==> src/rtl/if_id_stage_pkg.sv <==
// Shared pipeline constants and the IF/ID register layout used by the fetch stage.
package if_id_stage_pkg;

  localparam int WORD_W = 32;
  localparam logic [WORD_W-1:0] PC_STEP  = 32'd4;
  localparam logic [WORD_W-1:0] RESET_PC = 32'h0000_0000;
  localparam logic [WORD_W-1:0] NOP_INST = 32'h0000_0000;

  typedef struct packed {
    logic [WORD_W-1:0] pc;
    logic [WORD_W-1:0] inst;
    logic              valid;
  } if_id_t;

  // Branch targets are forced onto a word boundary before they reach the PC.
  function automatic logic [WORD_W-1:0] align_word(input logic [WORD_W-1:0] addr);
    return {addr[WORD_W-1:2], 2'b00};
  endfunction

endpackage

==> src/rtl/if_id_stage_pc_reg.sv <==
// Program counter register: synchronous reset to RST_VAL, loads d only when en is high.
module pc_reg #(
  parameter int              W       = 32,
  parameter logic [W-1:0]    RST_VAL = '0
) (
  input  logic         clk,
  input  logic         rst,
  input  logic         en,
  input  logic [W-1:0] d,
  output logic [W-1:0] q
);

  always_ff @(posedge clk) begin
    if (rst) begin
      q <= RST_VAL;
    end else if (en) begin
      q <= d;
    end
  end

endmodule

==> src/rtl/if_id_stage.sv <==
// Instruction fetch stage plus IF/ID pipeline register.
// Optional stall/flush performance counters are built only when IF_PERF_CNT_EN is defined.
module if_id_stage
  import if_id_stage_pkg::*;
(
  input  logic              clk,
  input  logic              rst,
  input  logic              freeze,
  input  logic              branch_taken,
  input  logic [WORD_W-1:0] branch_addr,
  output logic [WORD_W-1:0] inst_mem_addr,
  input  logic [WORD_W-1:0] inst_mem_data,
  output logic [WORD_W-1:0] pc_out,
  output logic [WORD_W-1:0] inst_out,
  output logic              valid_out
`ifdef IF_PERF_CNT_EN
  ,
  output logic [WORD_W-1:0] stall_cnt,
  output logic [WORD_W-1:0] flush_cnt
`endif
);

  logic [WORD_W-1:0] pc;
  logic [WORD_W-1:0] pc_seq;
  logic [WORD_W-1:0] pc_next;
  logic              pc_en;
  if_id_t            if_id_q;

  // Control semantics: branch_taken wins over freeze and turns IF/ID into a bubble;
  // freeze alone holds both PC and IF/ID; with neither, one word is fetched per cycle.
  assign pc_seq  = pc + PC_STEP;
  assign pc_next = branch_taken ? align_word(branch_addr) : pc_seq;
  assign pc_en   = branch_taken | ~freeze;

  pc_reg #(
    .W       (WORD_W),
    .RST_VAL (RESET_PC)
  ) u_pc_reg (
    .clk (clk),
    .rst (rst),
    .en  (pc_en),
    .d   (pc_next),
    .q   (pc)
  );

  assign inst_mem_addr = pc;

  always_ff @(posedge clk) begin
    if (rst || branch_taken) begin
      if_id_q.pc    <= '0;
      if_id_q.inst  <= NOP_INST;
      if_id_q.valid <= 1'b0;
    end else if (!freeze) begin
      if_id_q.pc    <= pc_seq;
      if_id_q.inst  <= inst_mem_data;
      if_id_q.valid <= 1'b1;
    end
  end

  assign pc_out    = if_id_q.pc;
  assign inst_out  = if_id_q.inst;
  assign valid_out = if_id_q.valid;

`ifdef IF_PERF_CNT_EN
  // Both counters stick at all-ones rather than wrapping.
  always_ff @(posedge clk) begin
    if (rst) begin
      stall_cnt <= '0;
      flush_cnt <= '0;
    end else begin
      if (freeze && !branch_taken && (stall_cnt != '1)) begin
        stall_cnt <= stall_cnt + 1'b1;
      end
      if (branch_taken && (flush_cnt != '1)) begin
        flush_cnt <= flush_cnt + 1'b1;
      end
    end
  end
`endif

endmodule

==> config.mk <==
export PLATFORM = sky130hd
export DESIGN_NAME = if_id_stage
export DESIGN_NICKNAME = d
export VERILOG_FILES = /design/src/rtl/if_id_stage_pkg.sv /design/src/rtl/if_id_stage_pc_reg.sv /design/src/rtl/if_id_stage.sv
export SDC_FILE = /design/constraint.sdc
export NUM_CORES = 1
export LEC_CHECK = 0
export CORE_MARGIN = 2
export CORE_UTILIZATION = 40
export CTS_CLUSTER_DIAMETER = 200
export DETAILED_ROUTE_END_ITERATION = 10
export PLACE_DENSITY = 0.77
export SLEW_MARGIN = 20
export SYNTH_ARGS = -nofsm -noshare
export SYNTH_HDL_FRONTEND = slang
export SYNTH_HIERARCHICAL = 1
export SYNTH_SLANG_ARGS = --single-unit
==> constraint.sdc <==
create_clock -name clk -period 2.42 [get_ports clk]
set_input_delay 0.484 -clock clk [delete_from_list [all_inputs] [get_ports clk]]
set_output_delay 0.484 -clock clk [all_outputs]
set_load 0.02 [all_outputs]
# Word level (Yosys, flattened, before mapping)

Index checks and enable logic that the tools add are counted.

Add/subtract/negate cells: 1
Reductions and logical operators: 1
Muxes and demuxes: 1
Bitwise operators: 2

Operators with widths:

| cell                                                             | count |
|---|---|
| 32-bit by 3-bit adder with 32-bit output (second input constant) | 1 |
| 32-bit two-way mux                                               | 1 |
| 1-bit logical OR                                                 | 1 |
| 1-bit inverter                                                   | 1 |
| 1-bit bitwise OR                                                 | 1 |

Output and inout bits: 97
Flip-flop bits (word level): 97
Word-level logic and storage cells: 9
Input bits: 68

# Longest topological paths before layout

Gate-level depths: netlist of the first run.

Word-level depth: 2
Gate-level depth with buffers: 8
Mapped depth without buffers: 7

# Hierarchy

The synthesis of the first run kept the hierarchy.

By module, submodules not included:

| module      | cells an instance | sequential area each (sq um) | area each (sq um) | times used |
|---|---|---|---|---|
| if_id_stage | 385               | 1301.2                       | 3425.8            | 1 |
| pc_reg      | 103               | 640.6                        | 1163.6            | 1 |

# Worst setup path after synthesis of the first run

Ideal clock, no wire load.

Path kind: reg2reg
From: register u_pc_reg.q[2]
To: register u_pc_reg.q[24]
Data required time: 2292 ps
Period minus slack after synthesis: 2146 ps
Arrival: 2018 ps
Library setup time: 128 ps
Slack: 274 ps
Stages on the path, launching flop included: 9
Buffers on the path: 1
Cells stage by stage: dfxtp_1 > ha_1 > and3_1 > clkbuf_1 > nand3_2 > o31a_1 > o31a_1 > mux2i_1 > nor2_1

Cells in the longest elaborated chain, start to end: 2

Ends and longest elaborated chain:

| item                                     | line                     | source |
|---|---|---|
| start, declared                          | if_id_stage_pc_reg.sv:10 | `output logic [W-1:0] q` |
| start signal, assigned                   | if_id_stage_pc_reg.sv:15 | `q <= RST_VAL;` |
| start signal, assigned                   | if_id_stage_pc_reg.sv:17 | `q <= d;` |
| 32-bit by 3-bit adder with 32-bit output | if_id_stage.sv:31        | `assign pc_seq = pc + PC_STEP;` |
| 32-bit two-way mux                       | if_id_stage.sv:32        | `assign pc_next = branch_taken ? align_word(branch_addr) : pc_seq;` |
| net pc_next[24]                          | if_id_stage.sv:25        | `logic [WORD_W-1:0] pc_next;` |

The timed path passes the listed nets, and every way through them passes these cells.
A chain may end at the register's enable or synchronous reset.

# Worst setup path in the final report of the first run

From: register u_pc_reg.q[6]
To: register u_pc_reg.q[31]

Same word-level chain as after synthesis.

==> results of run 1 <==
-- per-stage QoR --
| stage | total power [uW] | instance area [um2] | instances |
|---|---|---|---|
| after global placement | 2445 | 6309 | 769 |
| after floorplan | 2140 | 4589 | 488 |
| after global routing | 4012 | 6609 | 786 |
| final | 3854 | 6609 | 786 |
| after detailed placement | 2462 | 6309 | 769 |
| after CTS | 3885 | 6606 | 785 |
-- registers in the layout (all words and copies together), names as in the netlist --
register,count
inst_out,32
pc_out,32
u_pc_reg/q,32
valid_out,1
-- worst max-delay path, stage by stage (launching register included) --
cell	delay [ns]
sky130_fd_sc_hd__dfxtp_1	0.49
sky130_fd_sc_hd__and4_2	0.36
sky130_fd_sc_hd__nand3_2	0.31
sky130_fd_sc_hd__or4_1	0.60
sky130_fd_sc_hd__a31oi_1	0.18
sky130_fd_sc_hd__mux2i_1	0.10
sky130_fd_sc_hd__nor2_1	0.09
-- power by group --
group	internal (uW)	total, uW	switching (uW)
Sequential	1670	1750	80.1
Combinational	365	682	317
Clock	731	1420	694
-- layout make-up --
type	count	area [um2]
clock inverters	7	72.57
repair buffers	175	1742
clock buffers	9	225.2
inverters	5	18.77
multi-input cells	349	2427
flip-flops and latches	97	1942
diodes	1	2.502
fillers	1027	4712
well taps	143	178.9
-- layer usage --
layer  track usage (%)  vias to the layer above  routed length [um]
met2             36.97                      146                6597
met5                 0                        -                   0
met4             8.066                        0                 299
li1                  -                     2053                   -
met3             5.194                       19                 874
met1             26.91                     2075                5893
-- worst max path at each step --
stage                                 to  slack (ns)  cells after the start
after global placement    u_pc_reg/q[24]        0.28                      7
after global routing      u_pc_reg/q[22]        0.07                      7
after detailed placement     inst_out[7]        0.23                      4
after CTS                 u_pc_reg/q[31]        0.23                      6
after floorplan           u_pc_reg/q[24]        0.27                      8
final                     u_pc_reg/q[31]        0.24                      6
-- cells in the final DEF (no fill, tap or decap), types with 4 or more instances in the layout --
| cell | count |
|---|---|
| sky130_fd_sc_hd__a21oi_1 | 4 |
| sky130_fd_sc_hd__a31oi_1 | 7 |
| sky130_fd_sc_hd__and4_1 | 7 |
| sky130_fd_sc_hd__buf_4 | 12 |
| sky130_fd_sc_hd__clkbuf_16 | 9 |
| sky130_fd_sc_hd__clkdlybuf4s50_1 | 161 |
| sky130_fd_sc_hd__dfxtp_1 | 97 |
| sky130_fd_sc_hd__inv_1 | 5 |
| sky130_fd_sc_hd__mux2_2 | 14 |
| sky130_fd_sc_hd__mux2i_1 | 67 |
| sky130_fd_sc_hd__nand2_1 | 21 |
| sky130_fd_sc_hd__nand2b_1 | 22 |
| sky130_fd_sc_hd__nand3_1 | 11 |
| sky130_fd_sc_hd__nand4_1 | 11 |
| sky130_fd_sc_hd__nor2_1 | 78 |
| sky130_fd_sc_hd__nor3_1 | 5 |
| sky130_fd_sc_hd__nor4_1 | 11 |
| sky130_fd_sc_hd__o211a_1 | 4 |
| sky130_fd_sc_hd__o21a_1 | 5 |
| sky130_fd_sc_hd__o21ai_0 | 13 |
| sky130_fd_sc_hd__o21ba_2 | 6 |
| sky130_fd_sc_hd__o311a_1 | 8 |
| sky130_fd_sc_hd__o31a_1 | 19 |
| sky130_fd_sc_hd__xnor2_1 | 8 |
| sky130_fd_sc_hd__xor2_1 | 5 |
-- Yosys cell counts (all sizes together) --
library cell and number:
nor3 5, and4 8, nand2b 22, a311o 1, nor4 11, a311oi 2, o21a 5, a21oi 4
nor2 78, and3 2, nor2b 2, nand2 22, or2 1, o21ai 13, xor2 5, o311a 8
ha 1, inv 5, o311ai 1, mux2 14, or4 3, o21ba 6, and2 1, or3 1
a31oi 7, nor3b 1, buf 12, mux2i 67, o211a 4, clkbuf 25, nand3 14, dfxtp 97
nand4 11, xnor2 8, o31a 19, o31ai 2
-- logic make-up (layout without fill, tap and decap cells) --
family                   count (synthesis)  after routing  share of synthesized area (%)
AO/OA/AOI/OAI                           72             72                          12.30
XOR/XNOR                                13             13                          2.481
adder cells (fa/ha/maj)                  1              1                         0.2726
buffers and inverters                   42            196                          4.853
flip-flops                              97             97                          42.31
multiplexers                            81             81                          18.05
other                                    0              1                              0
AND/OR/NAND/NOR                        182            182                          19.74
==> results.md, run 1 <==
- Result of the run: complete, no violations
- Final TNS setup: 0 ns
- Hold Path Cell Cnt: 2
- Final count of negative-setup-slack endpoints: 0
- Clock insertion delay at the later pin of the skew report: 0.34 ns
- Number of buffers added to fix hold violations after cts: 0
- Largest fanout on the critical path: 14
- Reg-to-reg startpoint: u_pc_reg/q[6]
- Distinct cell type count of the synthesized netlist: 42
- Routed length per instance: 17.38 um
- CP required: 2.70 ns
- RR Endpoint: u_pc_reg/q[31]
- Setup bufs post-CTS: 0
- Placeable Area: 11320 um2
- Die Height: 111.1 um
- Clock-pin slew reported for the worst setup and hold paths after clock tree synthesis: 0.07 ns
- Worst-case hold slack: 0.4645 ns
- Global-route wire length before repair: 21.78 mm
- Placed wire-length estimate after detailed placement: 9.663 mm
- Cell leakage power: 0.002685 uW
- Unrepaired setup endpoints after global routing: false
- Maximum clock path buffer count: 2
- Portion of the post-synthesis area used by sequential elements: 42.31%
- DIE AREA: 12350 um2
- Hold Path Sink: pc_out[4]
- Count of standard-cell rows: 39
- Clk Tree Root Cell: sky130_fd_sc_hd__clkbuf_16
- Width of the chip: 111.1 um
- Maximum achievable frequency: 457.8 MHz
- R2R Setup Slk: 0.24 ns
- Register-to-Register Path Depth: 6
- Cell area after synthesis: 4589 um2
- Gp weighted congestion: 0.8218
- Worst slack after detailed placement: 0.2307 ns
- Worst-case headroom to the max-slew limit: 51.07%
- Share of layout cells above drive strength 1: 8.723%
- Cells after Synth: 488
- Resized cells post-CTS: 0
- TritonCTS clock tree: done
- Clk_skew: 0.004771 ns
- Actual slew at the worst max-slew pin: 0.7339 ns
- Starting density of the core: 40.54%
- Net count of the mapped netlist: 557
- Leading cell types by total area after synthesis: sky130_fd_sc_hd__dfxtp_1 (42%), sky130_fd_sc_hd__mux2i_1 (15%), sky130_fd_sc_hd__nor2_1 (6.4%)
- Number of I/O port buffers: 162
- Classification of the worst setup path: flop to flop
- Vias per Instance: 5.462
- Worst setup path startpoint: u_pc_reg/q[6]
- Final critical path time including I/O delays and setup: 2.184 ns
- H-Tree Level Count: 3
- Remaining global-route overflow: 0
- Ports placed on the boundary: 165
- Critical path endpoint category: flop
- Yosys Warn Count: 6
- Maximum number of pins on one net before global-route repair: 49
- Hold wc startpoint: pc_out[4]
- Maximum resistive drop on vdd: 0.0003566 V
- Via count: 4293
- Final Routed Wirelength: 13.66 mm
- Antenna violations before repair: 1
- Number of nets in the layout: 706
- DRC violations left: 0
- Final Core Density: 58.38%
- Number of hold violations in the final report: 0
- Fraction of post-synthesis cell area in the top cell type by area: 42.31%
- Slack of the critical path: 0.2355 ns
- Largest area contributor in the netlist: sky130_fd_sc_hd__dfxtp_1
- Average instance area after synthesis: 9.405 um2
- Number of violations reported at the end of detailed-routing iteration 0: 214
- Worst hold path class: flop to flop
- Period utilisation layout: 90.27%
- Number of pins with negative max-slew slack in the final report: 0
- Overall Global Routing Usage: 21.78%
- Vias in the first global route: 4224
- Antenna-violating nets left: 0
- Max-cap violations: 0
- Clock Sinks: 97
- Data arrival time of the critical path: 2.46 ns
- Pwr per Cell Area: 583.1 nW/um2
- First drt pass iteration count: 5
- Synth-to-layout area growth: 44.00%
- Cts bufs inserted: 9
- Register bit count reported by yosys: 97
- Kind of start point of the critical path: flop
Power figures use the tool's default switching activity.
==> run 2, diff against run 1 <==
--- a/config.mk
+++ b/config.mk
@@ -10,6 +10,7 @@
 export CTS_CLUSTER_DIAMETER = 200
 export DETAILED_ROUTE_END_ITERATION = 10
 export PLACE_DENSITY = 0.77
+export SKIP_CTS_REPAIR_TIMING = 1
 export SLEW_MARGIN = 20
 export SYNTH_ARGS = -nofsm -noshare
 export SYNTH_HDL_FRONTEND = slang
==> results of run 2 <==
No change in the layout: final DEF, timing and power equal those of run 1.
